[config.mk]
export PLATFORM = sky130hd
export DESIGN_NAME = decode_stage
export DESIGN_NICKNAME = d
export VERILOG_FILES = /design/src/rtl/rv_pkg.sv /design/src/rtl/imm_gen.sv /design/src/rtl/decode_stage.sv
export SDC_FILE = /design/constraint.sdc
export NUM_CORES = 1
export LEC_CHECK = 0
export BUFFER_PORTS_ARGS = -buffer_cell sky130_fd_sc_hd__buf_2
export CORE_AREA = 2 2 126 128
export DETAILED_ROUTE_END_ITERATION = 16
export DIE_AREA = 0 0 128 130
export GPL_ROUTABILITY_DRIVEN = 0
export HOLD_SLACK_MARGIN = 0.12
export PLACE_DENSITY_LB_ADDON = 0.1
export SLEW_MARGIN = 40
export SYNTH_ARGS = -nofsm -noshare
export SYNTH_HDL_FRONTEND = slang
export SYNTH_SLANG_ARGS = --single-unit
[constraint.sdc]
create_clock -name clk -period 6.64 [get_ports clk]
set_input_delay 0.996 -clock clk [delete_from_list [all_inputs] [get_ports clk]]
set_output_delay 0.996 -clock clk [all_outputs]
set_load 0.01 [all_outputs]
[src/rtl/rv_pkg.sv]
// Shared RV32I definitions for the decode stage.
//   - opcode constants for the supported base-ISA major opcodes
//   - alu_op_e: ALU operations, with branch compares folded into the same encoding space
//   - imm_sel_e: immediate format select for imm_gen
//   - id_ex_t: contents of the ID/EX pipeline register
//   - alu_from_funct3: funct3/alt-bit to ALU op for OP and OP_IMM
package rv_pkg;

    localparam int unsigned XLEN = 32;

    localparam logic [6:0] OP     = 7'b0110011;
    localparam logic [6:0] OP_IMM = 7'b0010011;
    localparam logic [6:0] LOAD   = 7'b0000011;
    localparam logic [6:0] STORE  = 7'b0100011;
    localparam logic [6:0] BRANCH = 7'b1100011;
    localparam logic [6:0] JAL    = 7'b1101111;
    localparam logic [6:0] JALR   = 7'b1100111;
    localparam logic [6:0] LUI    = 7'b0110111;
    localparam logic [6:0] AUIPC  = 7'b0010111;

    // BLT/BLTU reuse the SLT/SLTU compares; only the remaining compares get their own codes.
    typedef enum logic [3:0] {
        AluAdd   = 4'd0,
        AluSub   = 4'd1,
        AluSll   = 4'd2,
        AluSlt   = 4'd3,
        AluSltu  = 4'd4,
        AluXor   = 4'd5,
        AluSrl   = 4'd6,
        AluSra   = 4'd7,
        AluOr    = 4'd8,
        AluAnd   = 4'd9,
        AluPassB = 4'd10,
        AluEq    = 4'd11,
        AluNe    = 4'd12,
        AluGe    = 4'd13,
        AluGeu   = 4'd14
    } alu_op_e;

    typedef enum logic [2:0] {
        ImmNone,
        ImmI,
        ImmS,
        ImmB,
        ImmU,
        ImmJ
    } imm_sel_e;

    typedef struct packed {
        logic             valid;
        logic [XLEN-1:0]  pc;
        logic [XLEN-1:0]  rs1_data;
        logic [XLEN-1:0]  rs2_data;
        logic [XLEN-1:0]  imm;
        logic [4:0]       rd;
        alu_op_e          alu_op;
        logic             src_a_pc;
        logic             src_b_imm;
        logic             mem_read;
        logic             mem_write;
        logic [2:0]       mem_size;
        logic             reg_write;
        logic             branch;
        logic             jump;
        logic             illegal;
    } id_ex_t;

    // alt selects SUB (funct3 000) or SRA (funct3 101); callers mask it where it must not apply.
    function automatic alu_op_e alu_from_funct3(input logic [2:0] funct3, input logic alt);
        alu_op_e op;
        unique case (funct3)
            3'b000:  op = alt ? AluSub : AluAdd;
            3'b001:  op = AluSll;
            3'b010:  op = AluSlt;
            3'b011:  op = AluSltu;
            3'b100:  op = AluXor;
            3'b101:  op = alt ? AluSra : AluSrl;
            3'b110:  op = AluOr;
            default: op = AluAnd;
        endcase
        return op;
    endfunction

endpackage

[src/rtl/imm_gen.sv]
// Immediate generator: sign-extends the I/S/B/U/J immediate of an RV32I instruction.
//   instr_i    instruction word
//   imm_sel_i  immediate format
//   imm_o      32-bit immediate (0 for ImmNone)
module imm_gen
    import rv_pkg::*;
(
    input  logic [31:0] instr_i,
    input  imm_sel_e    imm_sel_i,
    output logic [31:0] imm_o
);

    // Opcode bits never contribute to an immediate.
    logic unused_opcode;
    assign unused_opcode = ^instr_i[6:0];

    always_comb begin
        imm_o = '0;
        unique case (imm_sel_i)
            ImmI: imm_o = {{20{instr_i[31]}}, instr_i[31:20]};
            ImmS: imm_o = {{20{instr_i[31]}}, instr_i[31:25], instr_i[11:7]};
            ImmB: imm_o = {{19{instr_i[31]}}, instr_i[31], instr_i[7], instr_i[30:25],
                           instr_i[11:8], 1'b0};
            ImmU: imm_o = {instr_i[31:12], 12'b0};
            ImmJ: imm_o = {{11{instr_i[31]}}, instr_i[31], instr_i[19:12], instr_i[20],
                           instr_i[30:21], 1'b0};
            default: imm_o = '0;
        endcase
    end

endmodule

[src/rtl/decode_stage.sv]
// RV32I instruction decode stage with ID/EX pipeline register.
//   clk, rst                 clock, asynchronous active-high reset
//   instr_i, pc_i            instruction and its PC from fetch
//   flush_i                  redirect from EX; loads a bubble
//   rs1/rs2_addr_o, _data_i  register file read port (same-cycle data)
//   ex_rd_i, ex_mem_read_i   instruction in EX, for load-use detection
//   stall_o                  combinational load-use stall to fetch
//   remaining outputs        registered ID/EX contents
module decode_stage
    import rv_pkg::*;
#(
    parameter logic [31:0] BUBBLE_INSTR = 32'h0000_0000
) (
    input  logic        clk,
    input  logic        rst,
    input  logic [31:0] instr_i,
    input  logic [31:0] pc_i,
    input  logic        flush_i,
    output logic [4:0]  rs1_addr_o,
    output logic [4:0]  rs2_addr_o,
    input  logic [31:0] rs1_data_i,
    input  logic [31:0] rs2_data_i,
    input  logic [4:0]  ex_rd_i,
    input  logic        ex_mem_read_i,
    output logic        stall_o,
    output logic        valid_o,
    output logic [31:0] pc_o,
    output logic [31:0] rs1_data_o,
    output logic [31:0] rs2_data_o,
    output logic [31:0] imm_o,
    output logic [4:0]  rd_o,
    output alu_op_e     alu_op_o,
    output logic        src_a_pc_o,
    output logic        src_b_imm_o,
    output logic        mem_read_o,
    output logic        mem_write_o,
    output logic [2:0]  mem_size_o,
    output logic        reg_write_o,
    output logic        branch_o,
    output logic        jump_o,
    output logic        illegal_o
);

    logic [6:0] opcode;
    logic [6:0] funct7;
    logic [2:0] funct3;
    logic [4:0] rs1, rs2, rd;

    assign opcode = instr_i[6:0];
    assign rd     = instr_i[11:7];
    assign funct3 = instr_i[14:12];
    assign rs1    = instr_i[19:15];
    assign rs2    = instr_i[24:20];
    assign funct7 = instr_i[31:25];

    assign rs1_addr_o = rs1;
    assign rs2_addr_o = rs2;

    logic        legal, uses_rs1, uses_rs2, has_rd;
    logic        src_a_pc, src_b_imm, mem_read, mem_write, branch, jump;
    alu_op_e     alu_op;
    imm_sel_e    imm_sel;
    logic [31:0] imm;
    logic        is_bubble;

    assign is_bubble = (instr_i == BUBBLE_INSTR);

    always_comb begin
        legal     = 1'b1;
        uses_rs1  = 1'b0;
        uses_rs2  = 1'b0;
        has_rd    = 1'b0;
        src_a_pc  = 1'b0;
        src_b_imm = 1'b0;
        mem_read  = 1'b0;
        mem_write = 1'b0;
        branch    = 1'b0;
        jump      = 1'b0;
        alu_op    = AluAdd;
        imm_sel   = ImmNone;
        case (opcode)
            OP: begin
                uses_rs1 = 1'b1;
                uses_rs2 = 1'b1;
                has_rd   = 1'b1;
                alu_op   = alu_from_funct3(funct3, instr_i[30]);
                legal    = (funct7 == 7'b0000000) ||
                           (funct7 == 7'b0100000 && (funct3 == 3'b000 || funct3 == 3'b101));
            end
            OP_IMM: begin
                uses_rs1  = 1'b1;
                has_rd    = 1'b1;
                src_b_imm = 1'b1;
                imm_sel   = ImmI;
                // Only the right shift honours instr[30]; there is no SUBI.
                alu_op    = alu_from_funct3(funct3, instr_i[30] && funct3 == 3'b101);
                if (funct3 == 3'b001) begin
                    legal = (funct7 == 7'b0000000);
                end else if (funct3 == 3'b101) begin
                    legal = (funct7 == 7'b0000000) || (funct7 == 7'b0100000);
                end
            end
            LOAD: begin
                uses_rs1  = 1'b1;
                has_rd    = 1'b1;
                src_b_imm = 1'b1;
                mem_read  = 1'b1;
                imm_sel   = ImmI;
                legal     = (funct3 != 3'b011) && (funct3 != 3'b110) && (funct3 != 3'b111);
            end
            STORE: begin
                uses_rs1  = 1'b1;
                uses_rs2  = 1'b1;
                src_b_imm = 1'b1;
                mem_write = 1'b1;
                imm_sel   = ImmS;
                legal     = (funct3 == 3'b000) || (funct3 == 3'b001) || (funct3 == 3'b010);
            end
            BRANCH: begin
                uses_rs1 = 1'b1;
                uses_rs2 = 1'b1;
                branch   = 1'b1;
                imm_sel  = ImmB;
                case (funct3)
                    3'b000:  alu_op = AluEq;
                    3'b001:  alu_op = AluNe;
                    3'b100:  alu_op = AluSlt;
                    3'b101:  alu_op = AluGe;
                    3'b110:  alu_op = AluSltu;
                    3'b111:  alu_op = AluGeu;
                    default: legal  = 1'b0;
                endcase
            end
            JAL: begin
                has_rd    = 1'b1;
                jump      = 1'b1;
                src_a_pc  = 1'b1;
                src_b_imm = 1'b1;
                imm_sel   = ImmJ;
            end
            JALR: begin
                uses_rs1  = 1'b1;
                has_rd    = 1'b1;
                jump      = 1'b1;
                src_b_imm = 1'b1;
                imm_sel   = ImmI;
                legal     = (funct3 == 3'b000);
            end
            LUI: begin
                has_rd    = 1'b1;
                src_b_imm = 1'b1;
                alu_op    = AluPassB;
                imm_sel   = ImmU;
            end
            AUIPC: begin
                has_rd    = 1'b1;
                src_a_pc  = 1'b1;
                src_b_imm = 1'b1;
                imm_sel   = ImmU;
            end
            default: legal = 1'b0;
        endcase
    end

    imm_gen u_imm_gen (
        .instr_i   (instr_i),
        .imm_sel_i (imm_sel),
        .imm_o     (imm)
    );

    // Illegal words never stall: they carry no register reads worth protecting.
    assign stall_o = !flush_i && ex_mem_read_i && (ex_rd_i != 5'd0) && legal && !is_bubble &&
                     ((uses_rs1 && rs1 == ex_rd_i) || (uses_rs2 && rs2 == ex_rd_i));

    id_ex_t id_ex_d, id_ex_q;

    always_comb begin
        id_ex_d = '0;
        if (!flush_i && !stall_o && !is_bubble) begin
            id_ex_d.valid    = 1'b1;
            id_ex_d.pc       = pc_i;
            id_ex_d.rs1_data = rs1_data_i;
            id_ex_d.rs2_data = rs2_data_i;
            id_ex_d.illegal  = !legal;
            if (legal) begin
                id_ex_d.imm       = imm;
                id_ex_d.rd        = has_rd ? rd : 5'd0;
                id_ex_d.alu_op    = alu_op;
                id_ex_d.src_a_pc  = src_a_pc;
                id_ex_d.src_b_imm = src_b_imm;
                id_ex_d.mem_read  = mem_read;
                id_ex_d.mem_write = mem_write;
                id_ex_d.mem_size  = (mem_read || mem_write) ? funct3 : 3'b000;
                id_ex_d.reg_write = has_rd && (rd != 5'd0);
                id_ex_d.branch    = branch;
                id_ex_d.jump      = jump;
            end
        end
    end

    always_ff @(posedge clk or posedge rst) begin
        if (rst) begin
            id_ex_q <= '0;
        end else begin
            id_ex_q <= id_ex_d;
        end
    end

    assign valid_o     = id_ex_q.valid;
    assign pc_o        = id_ex_q.pc;
    assign rs1_data_o  = id_ex_q.rs1_data;
    assign rs2_data_o  = id_ex_q.rs2_data;
    assign imm_o       = id_ex_q.imm;
    assign rd_o        = id_ex_q.rd;
    assign alu_op_o    = id_ex_q.alu_op;
    assign src_a_pc_o  = id_ex_q.src_a_pc;
    assign src_b_imm_o = id_ex_q.src_b_imm;
    assign mem_read_o  = id_ex_q.mem_read;
    assign mem_write_o = id_ex_q.mem_write;
    assign mem_size_o  = id_ex_q.mem_size;
    assign reg_write_o = id_ex_q.reg_write;
    assign branch_o    = id_ex_q.branch;
    assign jump_o      = id_ex_q.jump;
    assign illegal_o   = id_ex_q.illegal;

endmodule

==> results of run 1 <==
through the flow:
step	worst slack [ps]	hold slack [ps]	util, %	cells
floorplan	1640	1110	-	528
global placement	2970	1240	48.8	966
detailed placement	2920	1170	48.9	967
CTS	2930	725	52.8	999
global route	2810	755	52.9	1000
finish	2940	701	52.9	1000
report_power, final:
group	total, uW	switching (uW)	internal [uW]
Sequential	957	9.14	947
Combinational	239	145	93.6
Clock	950	381	568
Total	2140	536	1610
Yosys cell counts, types with 2 or more instances:
| library cell | number |
|---|---|
| a21boi_1 | 34 |
| a21oi_1 | 27 |
| inv_1 | 5 |
| a211oi_1 | 3 |
| buf_1 | 4 |
| and4b_1 | 3 |
| a21boi_0 | 63 |
| nand3_1 | 6 |
| a22oi_1 | 6 |
| nand2b_1 | 5 |
| nor2b_1 | 3 |
| o21bai_1 | 2 |
| o221ai_1 | 2 |
| buf_2 | 8 |
| clkbuf_1 | 29 |
| buf_4 | 11 |
| nand4_1 | 5 |
| and3b_1 | 2 |
| nor4_1 | 9 |
| nor3_1 | 56 |
| or4_1 | 3 |
| buf_6 | 2 |
| nand2_1 | 32 |
| xor2_1 | 11 |
| dfrtp_1 | 149 |
| o21ai_0 | 9 |
| nor3b_1 | 2 |
| nor2_1 | 16 |
path summary, 6_finish.rpt:
| path | start | to | slack (ps) | depth (start not counted) |
|---|---|---|---|---|
| min | rst | pc_o[3]$_DFF_PP0_ | 700 | 2 |
| max in group asynchronous | rst | rs2_data_o[9]$_DFF_PP0_ | 4800 | 3 |
| max | instr_i[25] | stall_o | 2940 | 7 |
| min in group clk | rs2_data_i[5] | rs2_data_o[5]$_DFF_PP0_ | 820 | 2 |
final cells by class:
type	count	area [sq um]	area share, %
flip-flops and latches	149	3730	45.7
multi-input cells	320	2020	24.8
repair buffers	302	1550	19.0
clock buffers	19	443	5.43
well taps	192	240	2.94
clock inverters	13	148	1.81
inverters	5	26.3	0.322
cell usage in the layout (no fill, tap or decap), drive strengths merged, types with 3 or more instances in the layout:
cell,n
a22oi,6
buf,302
nor2b,3
nand2b,5
o21ai,9
a211oi,3
nor2,16
clkinv,3
nand2,32
nor3,56
inv,9
xor2,11
and4b,3
nor4,9
nand3,6
a21oi,27
a21boi,97
clkbuf,19
nand4,5
or4,3
dfrtp,149
clkinvlp,4
registers in the layout, indices dropped and copies added, names as in the netlist:
register	flops
branch_o	1
mem_write_o	1
mem_read_o	1
rs2_data_o	32
illegal_o	1
jump_o	1
reg_write_o	1
src_b_imm_o	1
alu_op_o	4
pc_o	32
rs1_data_o	32
mem_size_o	3
src_a_pc_o	1
valid_o	1
rd_o	5
imm_o	32
metal layers:
layer,track usage (%),vias to the layer above,wire [microns]
met5,0,-,0
met4,8.02,0,305
met3,5.04,21,1320
met2,37.5,257,9400
met1,27.2,2554,7370
li1,-,2394,-
cell families after synthesis:
logic type	synth area share [%]
buffers and inverters	4.78
muxes	0.166
DFF	62.0
AOI/OAI and AO/OA	18.3
and+or+nand+nor	13.2
xor gates and xnor gates	1.60
==> summary.txt, run 1 <==
Die
  • Number of I/O pins: 297
  • Die width: 128 microns
  • Core Region: 15400 sq um
  • Initial Util: 39.0%
  • Row cnt: 46
  • Die height: 130 microns
  • Die area: 16600 sq um

CTS
  • Postcts setup bufs: 0
  • Clock slew at reported path FFs: 60 ps
  • Max Root-Sink Buffers: 2
  • Total CTS buffers: 17
  • Root buffer cell: clkbuf_16
  • # hold bufs at CTS: 0
  • CTS tree: built
  • CTS resizes: 0
  • # H-tree levels: 4
  • # clock sinks: 149

STA
  • Crit share post-route: 55.7%
  • Setup repair after global routing missed its margin: no
  • Fin crit period: 3700 ps
  • Hold Vio Cnt, Final: 0
  • # setup viols final: 0
  • Fin. max-slew vios: 0
  • Sum Neg Setup Slack: 0 ps
  • Worst Tran Pin Value: 816 ps
  • Achievable clock frequency: 270 MHz
  • Max_slew headroom: 45.4%

Yosys
  • Synthesized instance count: 528
  • Seq cells post-synth: 149
  • Top cell type's share of synthesized area: 62.0%
  • Total nets after synthesis: 665
  • Largest cells by area after synthesis: dfrtp_1 (62%), a21boi_0 (7.9%), nor3_1 (4.7%)
  • Ys Warns: 0
  • Register area share after synthesis: 62.0%
  • Post-synthesis async set-or-reset flop share: 100%
  • Main synth FF type: dfrtp_1
  • Yosys cell types: 49
  • Post-synth EDFFs: 0
  • Synth area leader: dfrtp_1
  • Synth Cell Area: 6010 sq um
  • Mapped Avg Cell Area: 11.4 sq um

Flow run
  • Maxcap violations: 0

Place
  • Area after DPL: 7550 sq um
  • DP HPWL: 13100 microns
  • I/O Buffers: 296

Cells and area
  • Share of post-route cells with drive strength above 1: 42.0%
  • Ant. Diodes: 0
  • Number of fill cells: 1409
  • Area delta synth->final: 35.7%
  • Post-route cell area: 8160 sq um
  • Final #Nets: 932

Detailed routing
  • Post-Route WL: 18400 microns
  • DRC Markers: 0
  • Drt pass-1 iters: 5
  • Wire per inst: 18.4 microns
  • Drt initial violations: 288
  • Vias per cell: 5.23
  • Vias post-DR: 5226
  • ANT nets after route: 0

Critical path
  • Worst path slowest cell: nor4_1
  • Largest delay share family, worst path: simple AND/OR/NAND/NOR gates
  • Buf+Inv Stages, Crit Path: 2
  • Critical path class: primary input to output pin
  • Most frequent CP cell: buf_2
  • Worst path max stage delay: 520 ps
  • Required time worst endpoint: 5640 ps
  • Nature of the critical path endpoint: output pin
  • Critical-path maximum fanout: 3
  • Startpoint types: primary input
  • Crit path cell chain: buf_2 -> nor4_1 -> a311oi_1 -> nor3b_1 -> nor3_2 -> and4b_1 -> buf_2
  • CP arrival: 2700 ps

Pwr
  • Final Power: 2140 uW
  • Pwr/cell area: 263 nW/um^2
  • Leak: 0.00412 uW
  • Peak supply drop: 167 uV

Outcome
  • Status: completed

Global routing
  • GR Overflow Total: 0
  • Vias in the first global route: 5014
  • First-pass GRT wire length: 27900 microns
  • Pin count of the biggest net entering global routing: 100
  • Total GRT Usage: 21.8%
  • Initial antenna violation count: 0

Min path
  • HP Class: primary input to asynchronous set/reset pin
(Power assumes the default switching activity.)
==> run 2, diff against run 1 <==
Clock period 6.64 ns to 3.2 ns, I/O delays scaled along.
==> summary.txt, run 2 (synthesized netlist as in run 1, its figures left out) <==
Critical path
  • CP Launch Point: instr_i[4]
  • Largest delay share family, worst path: simple AND/OR/NAND/NOR gates
  • Critical-path maximum fanout: 15
  • Nature of the critical path endpoint: output pin
  • Most frequent CP cell: buf_2
  • CP arrival: 2110 ps
  • Crit path cell chain: buf_2 -> and3b_1 -> and3_1 -> a31o_1 -> nor3_2 -> and4b_1 -> buf_2
  • Critical path class: primary input to output pin
  • Required time worst endpoint: 2720 ps
  • Startpoint types: primary input
  • Worst path max stage delay: 360 ps
  • Worst path slowest cell: and3b_1
  • Buf+Inv Stages, Crit Path: 2

STA
  • Sum Neg Setup Slack: 0 ps
  • Fin. max-slew vios: 0
  • Hold Vio Cnt, Final: 0
  • Achievable clock frequency: 386 MHz
  • Crit share post-route: 81.0%
  • Max_slew headroom: 50.4%
  • Setup repair after global routing missed its margin: no
  • Worst Tran Pin Value: 742 ps
  • Fin crit period: 2590 ps
  • # setup viols final: 0

Die
  • Die height: 130 microns
  • Row cnt: 46
  • Die area: 16600 sq um
  • Core Region: 15400 sq um
  • Initial Util: 39.0%
  • Die width: 128 microns
  • Number of I/O pins: 297

CTS
  • CTS resizes: 0
  • # clock sinks: 149
  • Root buffer cell: clkbuf_16
  • Total CTS buffers: 17
  • Postcts setup bufs: 0
  • # H-tree levels: 4
  • Max Root-Sink Buffers: 2
  • Clock slew at reported path FFs: 60 ps
  • # hold bufs at CTS: 0
  • CTS tree: built

Cells and area
  • Ant. Diodes: 0
  • Number of fill cells: 1404
  • Area delta synth->final: 35.7%
  • Post-route cell area: 8160 sq um
  • Commonest non-fill, non-tap cell in the layout: buf_2
  • Most frequent cells in the layout: buf_2 (296), dfrtp_1 (149), a21boi_0 (63)
  • Share of post-route cells with drive strength above 1: 41.9%
  • Final #Nets: 936

Min path
  • HP Class: primary input to asynchronous set/reset pin

Detailed routing
  • Wire per inst: 17.9 microns
  • Drt pass-1 iters: 4
  • Vias post-DR: 5174
  • Drt initial violations: 285
  • Vias per cell: 5.16
  • ANT nets after route: 0
  • Post-Route WL: 18000 microns
  • DRC Markers: 0

Global routing
  • Total GRT Usage: 21.5%
  • Pin count of the biggest net entering global routing: 87
  • Vias in the first global route: 5133
  • GR Overflow Total: 0
  • First-pass GRT wire length: 27500 microns
  • Initial antenna violation count: 0

Pwr
  • Pwr/cell area: 528 nW/um^2
  • Leak: 0.00412 uW
  • Peak supply drop: 350 uV

Flow run
  • Maxcap violations: 0

Place
  • I/O Buffers: 296
  • Area after DPL: 7620 sq um
  • DP HPWL: 13000 microns

Outcome
  • Status: completed
## run 2: cell types whose count changed in the layout (fill, tap and decap cells not counted), sizes merged
cell      delta
clkinv       +2
clkinvlp     +2
buf          +4
bufinv       -1
inv          -4
## run 2: worst max-delay path by stage
stage	endpoint	slack, ps	depth (start not counted)
6_report	stall_o	610	7
5_1_grt	stall_o	520	7
4_1_cts	stall_o	640	7
3_5_place_dp	rs2_data_o[5]$_DFF_PP0_	400	7
3_3_place_gp	rs2_data_o[5]$_DFF_PP0_	480	7
2_1_floorplan	alu_op_o[0]$_DFF_PP0_	850	1
## run 2: layout make-up
class	instances	area, sq um	share of cell area (%)
multi-input combinational	320	2020	24.7
timing repair buffer	306	1610	19.7
sequential	149	3730	45.7
tap	192	240	2.94
clock inverter	12	109	1.33
clock buffer	19	433	5.30
inverter	5	22.5	0.276
## run 2: per-layer routing
layer	vias to the layer above	part of all wire, %	GRT usage [%]
li1	2403	-	-
met1	2462	41	26.9
met2	268	50	36.1
met3	41	7.0	4.96
met4	0	2.8	9.50
met5	-	0	0
## run 2: stage by stage
| stage | worst slack (ps) | std cells | hold slack, ps | utilization, % | power [uW] |
|---|---|---|---|---|---|
| after floorplan | 845 | 528 | 592 | - | 2280 |
| after global placement | 479 | 972 | 655 | 49.4 | 2510 |
| after detailed placement | 403 | 972 | 659 | 49.4 | 2520 |
| after CTS | 637 | 1003 | 208 | 52.9 | 4370 |
| after global routing | 518 | 1003 | 246 | 52.9 | 4510 |
| final | 608 | 1003 | 220 | 52.9 | 4310 |
## run 2: power by group
group | switching, uW | internal, uW
sequential | 19.6 | 1970
clock | 763 | 1060
combinational | 298 | 200
## run 2: worst min-delay path, stage by stage
cell	delay, ps
buf_2	110
clkinvlp_4	90
buf_12	370
